[config.mk]
export PLATFORM = sky130hd
export DESIGN_NAME = tag_pipe_sync_flat
export DESIGN_NICKNAME = d
export VERILOG_FILES = /design/src/rtl/tag_pipe_sync_if.sv /design/src/rtl/tag_pipe_sync.sv /design/src/flat_wrapper.sv
export SDC_FILE = /design/constraint.sdc
export NUM_CORES = 1
export LEC_CHECK = 0
export ABC_AREA = 1
export BUFFER_PORTS_ARGS = -buffer_cell sky130_fd_sc_hd__buf_2
export CORE_MARGIN = 2
export CORE_UTILIZATION = 50
export DETAILED_ROUTE_END_ITERATION = 10
export PLACE_DENSITY = 0.83
export SYNTH_ARGS = -nofsm -noshare
export SYNTH_HDL_FRONTEND = slang
export SYNTH_SLANG_ARGS = --single-unit
export TNS_END_PERCENT = 20
[constraint.sdc]
create_clock -name clk -period 3.15 [get_ports clk]
set_clock_uncertainty 0.05 [all_clocks]
set_input_delay 0.63 -clock clk [delete_from_list [all_inputs] [get_ports clk]]
set_output_delay 0.63 -clock clk [all_outputs]
set_load 0.05 [all_outputs]
[src/rtl/tag_pipe_sync_if.sv]
// Bus bundle for tag_pipe_sync: the producer allocation port, the load, compute
// and store stage handshakes, and the occupancy status.
// The master drives the requests and done pulses. The slave (the tag pipe) drives
// the ready/tag/status outputs.
interface tag_pipe_sync_if #(
  parameter int NUM_TAGS  = 2,
  parameter int NUM_LD_CH = 1,
  parameter int TAG_W     = $clog2(NUM_TAGS),
  parameter int OCC_W     = $clog2(NUM_TAGS + 1)
);
  // Allocation port
  logic                 alloc_req;
  logic                 alloc_reuse;
  logic                 alloc_ready;
  logic [TAG_W-1:0]     alloc_tag;
  logic                 alloc_hit;

  // Load stage
  logic [NUM_LD_CH-1:0] ld_done;
  logic                 ld_ready;
  logic [TAG_W-1:0]     ld_tag;

  // Compute stage
  logic                 cmp_done;
  logic                 cmp_ready;
  logic [TAG_W-1:0]     cmp_tag;

  // Store stage
  logic                 st_done;
  logic                 st_ready;
  logic [TAG_W-1:0]     st_tag;

  // Status
  logic [OCC_W-1:0]     occupancy;
  logic                 all_idle;

  modport master (
    output alloc_req, alloc_reuse, ld_done, cmp_done, st_done,
    input  alloc_ready, alloc_tag, alloc_hit, ld_ready, ld_tag,
           cmp_ready, cmp_tag, st_ready, st_tag, occupancy, all_idle
  );

  modport slave (
    input  alloc_req, alloc_reuse, ld_done, cmp_done, st_done,
    output alloc_ready, alloc_tag, alloc_hit, ld_ready, ld_tag,
           cmp_ready, cmp_tag, st_ready, st_tag, occupancy, all_idle
  );
endinterface

[src/rtl/tag_pipe_sync.sv]
// tag_pipe_sync: in-order buffer-tag sequencer.
// Each tag walks through FREE -> LOAD -> CMP_RDY <-> COMPUTE -> STORE -> FREE.
// Four round-robin pointers (alloc, load, compute, store) keep the tags in order.
// A producer may reuse the most recently allocated tag while its data is still
// resident. Each reuse adds one pending compute pass to that tag's counter.
module tag_pipe_sync #(
  parameter int NUM_TAGS      = 2,
  parameter int TAG_W         = $clog2(NUM_TAGS),
  parameter int NUM_LD_CH     = 1,
  parameter bit STORE_ENABLED = 1'b1,
  parameter int REUSE_CNT_W   = 3
) (
  input  logic           clk,
  input  logic           reset_n,
  tag_pipe_sync_if.slave bus
);

  localparam int OCC_W = $clog2(NUM_TAGS + 1);

  typedef enum logic [2:0] {
    ST_FREE,
    ST_LOAD,
    ST_CMP_RDY,
    ST_COMPUTE,
    ST_STORE
  } tag_state_e;

  typedef logic [TAG_W-1:0]       tag_t;
  typedef logic [REUSE_CNT_W-1:0] cnt_t;

  localparam cnt_t CNT_MAX = {REUSE_CNT_W{1'b1}};

  // Per-tag state and pending-compute counters
  tag_state_e state_q [NUM_TAGS];
  tag_state_e state_d [NUM_TAGS];
  cnt_t       cnt_q   [NUM_TAGS];
  cnt_t       cnt_d   [NUM_TAGS];

  // Stage pointers and bookkeeping
  tag_t                 alloc_ptr_q, alloc_ptr_d;
  tag_t                 ld_ptr_q,    ld_ptr_d;
  tag_t                 cmp_ptr_q,   cmp_ptr_d;
  tag_t                 st_ptr_q,    st_ptr_d;
  tag_t                 prev_tag_q,  prev_tag_d;
  logic                 prev_valid_q, prev_valid_d;
  logic [NUM_LD_CH-1:0] ld_mask_q,   ld_mask_d;

  // Decoded events for this cycle
  logic                 reuse_hit;
  logic                 alloc_accept;
  logic                 cmp_fire;
  logic [NUM_LD_CH-1:0] ld_seen;
  logic [OCC_W-1:0]     occ_cnt;

  // Pointer increment. It wraps after NUM_TAGS-1, which need not be a power of two.
  function automatic tag_t next_ptr(input tag_t p);
    return (p == tag_t'(NUM_TAGS - 1)) ? '0 : p + 1'b1;
  endfunction

  // State register: tag array, pointers, load mask and reuse tracking
  // NOTE: the tag array is a handful of flops rather than a RAM. Resetting every
  // entry is what makes reset discard in-flight tags at once.
  always_ff @(posedge clk or negedge reset_n) begin
    if (!reset_n) begin
      for (int t = 0; t < NUM_TAGS; t++) begin
        state_q[t] <= ST_FREE;
        cnt_q[t]   <= '0;
      end
      alloc_ptr_q  <= '0;
      ld_ptr_q     <= '0;
      cmp_ptr_q    <= '0;
      st_ptr_q     <= '0;
      prev_tag_q   <= '0;
      prev_valid_q <= 1'b0;
      ld_mask_q    <= '0;
    end else begin
      // NOTE: sequential state uses non-blocking assignments, so every register
      // samples the values from before this edge.
      state_q      <= state_d;
      cnt_q        <= cnt_d;
      alloc_ptr_q  <= alloc_ptr_d;
      ld_ptr_q     <= ld_ptr_d;
      cmp_ptr_q    <= cmp_ptr_d;
      st_ptr_q     <= st_ptr_d;
      prev_tag_q   <= prev_tag_d;
      prev_valid_q <= prev_valid_d;
      ld_mask_q    <= ld_mask_d;
    end
  end

  // Next-state: apply the allocate, load, compute and store transitions
  always_comb begin
    // NOTE: every variable gets its hold value first, so no path leaves one
    // unassigned and no latch is inferred.
    state_d      = state_q;
    cnt_d        = cnt_q;
    alloc_ptr_d  = alloc_ptr_q;
    ld_ptr_d     = ld_ptr_q;
    cmp_ptr_d    = cmp_ptr_q;
    st_ptr_d     = st_ptr_q;
    prev_tag_d   = prev_tag_q;
    prev_valid_d = prev_valid_q;
    ld_mask_d    = ld_mask_q;

    alloc_accept = bus.alloc_req && bus.alloc_ready;
    cmp_fire     = bus.cmp_done && (state_q[cmp_ptr_q] == ST_COMPUTE);
    ld_seen      = ld_mask_q | bus.ld_done;

    // Counter updates are applied in order. A reuse and a compute completion on
    // the same tag then cancel, leaving that tag's count unchanged.
    // NOTE: blocking assignments here make the second update see the first.
    if (alloc_accept && reuse_hit) begin
      cnt_d[prev_tag_q] = cnt_d[prev_tag_q] + 1'b1;
    end
    if (cmp_fire) begin
      cnt_d[cmp_ptr_q] = cnt_d[cmp_ptr_q] - 1'b1;
    end

    // Fresh allocation claims the FREE tag at alloc_ptr
    if (alloc_accept && !reuse_hit) begin
      state_d[alloc_ptr_q] = ST_LOAD;
      cnt_d[alloc_ptr_q]   = cnt_t'(1);
      prev_tag_d           = alloc_ptr_q;
      prev_valid_d         = 1'b1;
      alloc_ptr_d          = next_ptr(alloc_ptr_q);
    end

    // The load completes once every channel has reported, in any order
    if (bus.ld_ready) begin
      if (&ld_seen) begin
        state_d[ld_ptr_q] = ST_CMP_RDY;
        ld_mask_d         = '0;
        ld_ptr_d          = next_ptr(ld_ptr_q);
      end else begin
        ld_mask_d = ld_seen;
      end
    end

    // Compute: a ready tag starts on this edge. On completion the tag either
    // loops back for another pass or retires.
    if (bus.cmp_ready) begin
      state_d[cmp_ptr_q] = ST_COMPUTE;
    end else if (cmp_fire) begin
      if (cnt_d[cmp_ptr_q] != '0) begin
        state_d[cmp_ptr_q] = ST_CMP_RDY;
      end else begin
        state_d[cmp_ptr_q] = STORE_ENABLED ? ST_STORE : ST_FREE;
        cmp_ptr_d          = next_ptr(cmp_ptr_q);
      end
    end

    // Store completion releases the tag
    if (bus.st_ready && bus.st_done) begin
      state_d[st_ptr_q] = ST_FREE;
      st_ptr_d          = next_ptr(st_ptr_q);
    end
  end

  // Outputs: grant decision, stage readies, occupancy, all decoded from the state array
  always_comb begin
    reuse_hit = bus.alloc_reuse && prev_valid_q
             && (state_q[prev_tag_q] inside {ST_LOAD, ST_CMP_RDY, ST_COMPUTE})
             && (cnt_q[prev_tag_q] != CNT_MAX);

    bus.alloc_hit   = reuse_hit;
    bus.alloc_tag   = reuse_hit ? prev_tag_q : alloc_ptr_q;
    bus.alloc_ready = reuse_hit || (state_q[alloc_ptr_q] == ST_FREE);

    bus.ld_tag    = ld_ptr_q;
    bus.ld_ready  = (state_q[ld_ptr_q] == ST_LOAD);
    bus.cmp_tag   = cmp_ptr_q;
    bus.cmp_ready = (state_q[cmp_ptr_q] == ST_CMP_RDY);
    bus.st_tag    = st_ptr_q;
    bus.st_ready  = STORE_ENABLED && (state_q[st_ptr_q] == ST_STORE);

    occ_cnt = '0;
    for (int t = 0; t < NUM_TAGS; t++) begin
      if (state_q[t] != ST_FREE) begin
        occ_cnt = occ_cnt + 1'b1;
      end
    end
    bus.occupancy = occ_cnt;
    bus.all_idle  = (occ_cnt == '0);
  end

endmodule

[src/flat_wrapper.sv]
// flat-port wrapper written by rule: the top's interface ports become plain ports
module tag_pipe_sync_flat 
#(
  parameter int NUM_TAGS      = 2,
  parameter int TAG_W         = $clog2(NUM_TAGS),
  parameter int NUM_LD_CH     = 1,
  parameter bit STORE_ENABLED = 1'b1,
  parameter int REUSE_CNT_W   = 3
)
  (clk, reset_n, bus_alloc_req, bus_alloc_reuse, bus_ld_done, bus_cmp_done, bus_st_done, bus_alloc_ready, bus_alloc_tag, bus_alloc_hit, bus_ld_ready, bus_ld_tag, bus_cmp_ready, bus_cmp_tag, bus_st_ready, bus_st_tag, bus_occupancy, bus_all_idle);
  tag_pipe_sync_if #(.NUM_TAGS(NUM_TAGS), .NUM_LD_CH(NUM_LD_CH), .TAG_W(TAG_W)) bus_i ();
  input  logic clk;
  input  logic reset_n;
  input wire logic [$bits(bus_i.alloc_req)-1:0] bus_alloc_req;
  input wire logic [$bits(bus_i.alloc_reuse)-1:0] bus_alloc_reuse;
  input wire logic [$bits(bus_i.ld_done)-1:0] bus_ld_done;
  input wire logic [$bits(bus_i.cmp_done)-1:0] bus_cmp_done;
  input wire logic [$bits(bus_i.st_done)-1:0] bus_st_done;
  output wire logic [$bits(bus_i.alloc_ready)-1:0] bus_alloc_ready;
  output wire logic [$bits(bus_i.alloc_tag)-1:0] bus_alloc_tag;
  output wire logic [$bits(bus_i.alloc_hit)-1:0] bus_alloc_hit;
  output wire logic [$bits(bus_i.ld_ready)-1:0] bus_ld_ready;
  output wire logic [$bits(bus_i.ld_tag)-1:0] bus_ld_tag;
  output wire logic [$bits(bus_i.cmp_ready)-1:0] bus_cmp_ready;
  output wire logic [$bits(bus_i.cmp_tag)-1:0] bus_cmp_tag;
  output wire logic [$bits(bus_i.st_ready)-1:0] bus_st_ready;
  output wire logic [$bits(bus_i.st_tag)-1:0] bus_st_tag;
  output wire logic [$bits(bus_i.occupancy)-1:0] bus_occupancy;
  output wire logic [$bits(bus_i.all_idle)-1:0] bus_all_idle;
  assign bus_i.alloc_req = bus_alloc_req;
  assign bus_i.alloc_reuse = bus_alloc_reuse;
  assign bus_i.ld_done = bus_ld_done;
  assign bus_i.cmp_done = bus_cmp_done;
  assign bus_i.st_done = bus_st_done;
  assign bus_alloc_ready = bus_i.alloc_ready;
  assign bus_alloc_tag = bus_i.alloc_tag;
  assign bus_alloc_hit = bus_i.alloc_hit;
  assign bus_ld_ready = bus_i.ld_ready;
  assign bus_ld_tag = bus_i.ld_tag;
  assign bus_cmp_ready = bus_i.cmp_ready;
  assign bus_cmp_tag = bus_i.cmp_tag;
  assign bus_st_ready = bus_i.st_ready;
  assign bus_st_tag = bus_i.st_tag;
  assign bus_occupancy = bus_i.occupancy;
  assign bus_all_idle = bus_i.all_idle;
  tag_pipe_sync #(.NUM_TAGS(NUM_TAGS), .TAG_W(TAG_W), .NUM_LD_CH(NUM_LD_CH), .STORE_ENABLED(STORE_ENABLED), .REUSE_CNT_W(REUSE_CNT_W)) u_core (.clk(clk), .reset_n(reset_n), .bus(bus_i));
endmodule
==> flow_metrics.py <==
metrics = {
    "worst_setup_path": {
        "rrSetupSlack_ns": 0.26,
        "r2r-end": "u_core.bus.cmp_tag$_DFFE_PN0P_",
        "critPathCaptureType": "flip-flop",
        "crit_required_ns": 3.31,
        "path_max_fanout": 6,
        "cp-startpoint": "u_core.prev_tag_q$_DFFE_PN0N_",
        "crit_type": "flip-flop to flip-flop",
        "crit_end": "u_core.bus.cmp_tag$_DFFE_PN0P_",
        "worstReg2RegStart": "u_core.prev_tag_q$_DFFE_PN0N_",
        "rr_worst_depth": 21,
        "cp-start-kind": "flip-flop",
        "cp.arrival_ns": 3.04,
    },
    "sta": {
        "finalMaxSlewViolations": 0,
        "fin_crit_ns": 2.89,
        "fin_crit_sh_pct": 91.6,
        "relSlewSlack_pct": 68.8,
        "whs_ns": 0.193,
        "setup_viol": 0,
        "clock.fmax_mhz": 347,
        "tightest_slew_ns": 0.468,
        "hold_viol": 0,
        "rsz0062_at_grt": "no",
        "fin_tns_setup_ns": 0,
        "final.setup.worst_slack_ns": 0.264,
    },
    "cells_and_area": {
        "synthToLayoutAreaGrowth_pct": 10.8,
        "diodes": 0,
        "nNetsFinal": 229,
        "layout-drive-gt1-share_pct": 30.1,
    },
    "flow_run": {
        "drv_cap": 0,
    },
    "pwr": {
        "power_density_mw_per_mm2": 1230,
        "total_leakage_power_nw": 0.853,
        "power_w": 0.00191,
        "irDropWorstVdd_v": 0.000828,
    },
    "clock_tree": {
        "numCtsBuffers": 3,
        "insertion_delay_ns": 0.30,
        "hold_buffers": 0,
        "cts_tree": "built",
        "htree_levels": 1,
        "cts-root-buf": "clkbuf_4",
        "path_clk_slew_ns": 0.10,
        "clk_path_buf_depth": 2,
        "numClockSinks": 18,
    },
    "routing": {
        "num_vias": 1314,
        "detail-route-antenna-nets": 0,
        "wl_per_cell_um": 12.3,
        "drc": 0,
        "firstDrtPassIters": 4,
        "drtIter0Drc": 36,
        "routed_via_density": 5.32,
        "routed_wl_mm": 3.04,
    },
    "logic_synthesis": {
        "synth_simple_gate_area_share_pct": 40.8,
        "synth_compound_area_share_pct": 10.6,
        "synthAdderAreaFrac_pct": 4.47,
        "yosysWarnings": 0,
        "seq_area_frac_synth_pct": 32.2,
        "synth-xor-area-share_pct": 0,
        "synth_mux_area_share_pct": 0,
        "synth_top_family_by_area": "simple AND/OR/NAND/NOR gates",
        "post_synth_inst_count": 195,
        "synth.avg_cell_area_um2": 7.18,
        "synthFlopType": "dfrtp_1",
        "synth_edf_count": 0,
        "syn_nets": 207,
        "synth_cell_type_count": 31,
        "async_flop_share_pct": 100,
        "ys_ff_latch": 18,
        "synth_area_mm2": 0.00140,
    },
    "placed_design": {
        "gp_congestion": 0.978,
        "pre_cts_ws_ns": 0.226,
        "port_buffers": 18,
        "place_hpwl_mm": 2.46,
    },
    "global_routing": {
        "grt_max_degree": 19,
        "grt_pass1_wl_mm": 5.23,
        "grt_pass1_vias": 1212,
        "grt_usage_pct": 20.8,
        "grt-ovfl-total": 0,
        "antenna_found_initial": 0,
    },
    "outcome": {
        "outcome": "complete, no violations",
    },
    "floorplan": {
        "die_w_um": 56.9,
        "ioPinCount": 19,
        "die_y_um": 56.9,
        "die_area_mm2": 0.00324,
        "initial_utilization_pct": 51.7,
        "rows": 19,
        "core-area_mm2": 0.00271,
    },
    "hold_path": {
        "hold_class": "input pin to asynchronous set/reset pin",
    },
}
cell usage in the layout, fill, tap and decap left out, types with 3 or more instances in the layout:
master / instances
buf_2: 18
nor2_4: 3
inv_1: 26
nand2_2: 11
nand3_2: 3
nand4_1: 3
nand3_1: 15
a21oi_1: 4
dfrtp_1: 17
o21ai_0: 8
inv_2: 7
clkbuf_4: 3
ha_1: 5
nor2_2: 5
nor2_1: 15
nand2_1: 47
worst min path at each step:
stage                                          startpoint                               to  cells past startpoint
after floorplan                                   reset_n   u_core.alloc_ptr_q$_DFFE_PN0N_                      0
after global placement    u_core.prev_valid_q$_DFFE_PN0N_  u_core.prev_valid_q$_DFFE_PN0N_                      1
after detailed placement  u_core.prev_valid_q$_DFFE_PN0N_  u_core.prev_valid_q$_DFFE_PN0N_                      1
after CTS                                         reset_n      u_core.state_q[5]$_DFF_PN0_                      1
after global routing                              reset_n      u_core.state_q[2]$_DFF_PN0_                      1
final                                             reset_n      u_core.state_q[5]$_DFF_PN0_                      1
synth_stat cells, types with 2 or more instances:
| cell | n | area (um^2) |
|---|---|---|
| nand4_1 | 3 | 18.8 |
| a22oi_1 | 2 | 15.0 |
| nor2_2 | 5 | 31.3 |
| a21oi_2 | 2 | 17.5 |
| o21ai_1 | 2 | 10.0 |
| nor2_1 | 15 | 56.3 |
| nand2_4 | 2 | 22.5 |
| buf_6 | 2 | 22.5 |
| dfrtp_1 | 18 | 450 |
| nand2_1 | 47 | 176 |
| nand3_4 | 2 | 35.0 |
| inv_1 | 26 | 97.6 |
| o21ai_0 | 8 | 40.0 |
| nand3_1 | 15 | 75.1 |
| or2_2 | 2 | 12.5 |
| nand2_2 | 11 | 68.8 |
| a21oi_1 | 4 | 20.0 |
| nor2_4 | 3 | 33.8 |
| nand3_2 | 3 | 30.0 |
| ha_1 | 5 | 62.6 |
| inv_2 | 7 | 26.3 |
| a31oi_1 | 2 | 12.5 |
routing by layer:
layer  up-vias  share of wire [%]  GRT usage [%]
met2        40                 49           33.0
met5         -                  0              0
met3         7                7.0           4.15
met4         0                2.3           11.0
li1        663                  -              -
met1       604                 42           26.8
cells by family after synthesis:
group	count (synthesis)
simple gates	110
buf+inv	38
compound gates	24
flops	18
fa+ha+maj	5
where the power goes:
group	internal, W	switching, W
logic	0.000396	0.000890
clock network	0.0000706	0.0000735
registers	0.000347	0.000133
cell type report:
type                    instances  area [um^2]
well taps                      31         38.8
flip-flops and latches         18          452
inverters                      36          144
repair buffers                 19         97.6
clock buffers                   4         36.3
multi-input cells             139          783
fillers                       290         1160
critical path, stage by stage, from the launching register on:
cell,delay [ns]
dfrtp_2,0.42
inv_1,0.11
nand2_1,0.07
nand2_1,0.05
ha_1,0.20
ha_1,0.23
nor2_4,0.23
nand3_4,0.12
nor2_1,0.13
nor2_1,0.07
nor2_1,0.10
a31oi_1,0.06
ha_1,0.33
nand2_1,0.07
nand3_2,0.08
nand2_1,0.06
nor2_2,0.12
nand2_2,0.08
nand2_2,0.07
nand2_2,0.06
nand2_1,0.06
inv_1,0.03
registers in the layout, indices dropped and copies added (netlist names):
register and flops:
u_core.prev_valid_q 1, u_core.bus.st_tag 1, u_core.prev_tag_q 1, u_core.bus.ld_tag 1, u_core.cnt_q 6, u_core.state_q 6
u_core.alloc_ptr_q 1, u_core.bus.cmp_tag 1
per-stage QoR:
| stage | area (um^2) | std cells | util, % |
|---|---|---|---|
| 3_3_place_gp | 1510 | 243 | 55.9 |
| 4_1_cts | 1550 | 247 | 57.2 |
| 2_1_floorplan | 1400 | 195 | - |
| 3_5_place_dp | 1510 | 243 | 55.9 |
| 6_report | 1550 | 247 | 57.2 |
| 5_1_grt | 1550 | 247 | 57.2 |
timing repair:
action	4_1_cts	5_1_grt
buffers inserted	0	0
gates resized for setup	0	1
endpoints found under the setup margin	0	4
Power figures use the tool's default switching activity.
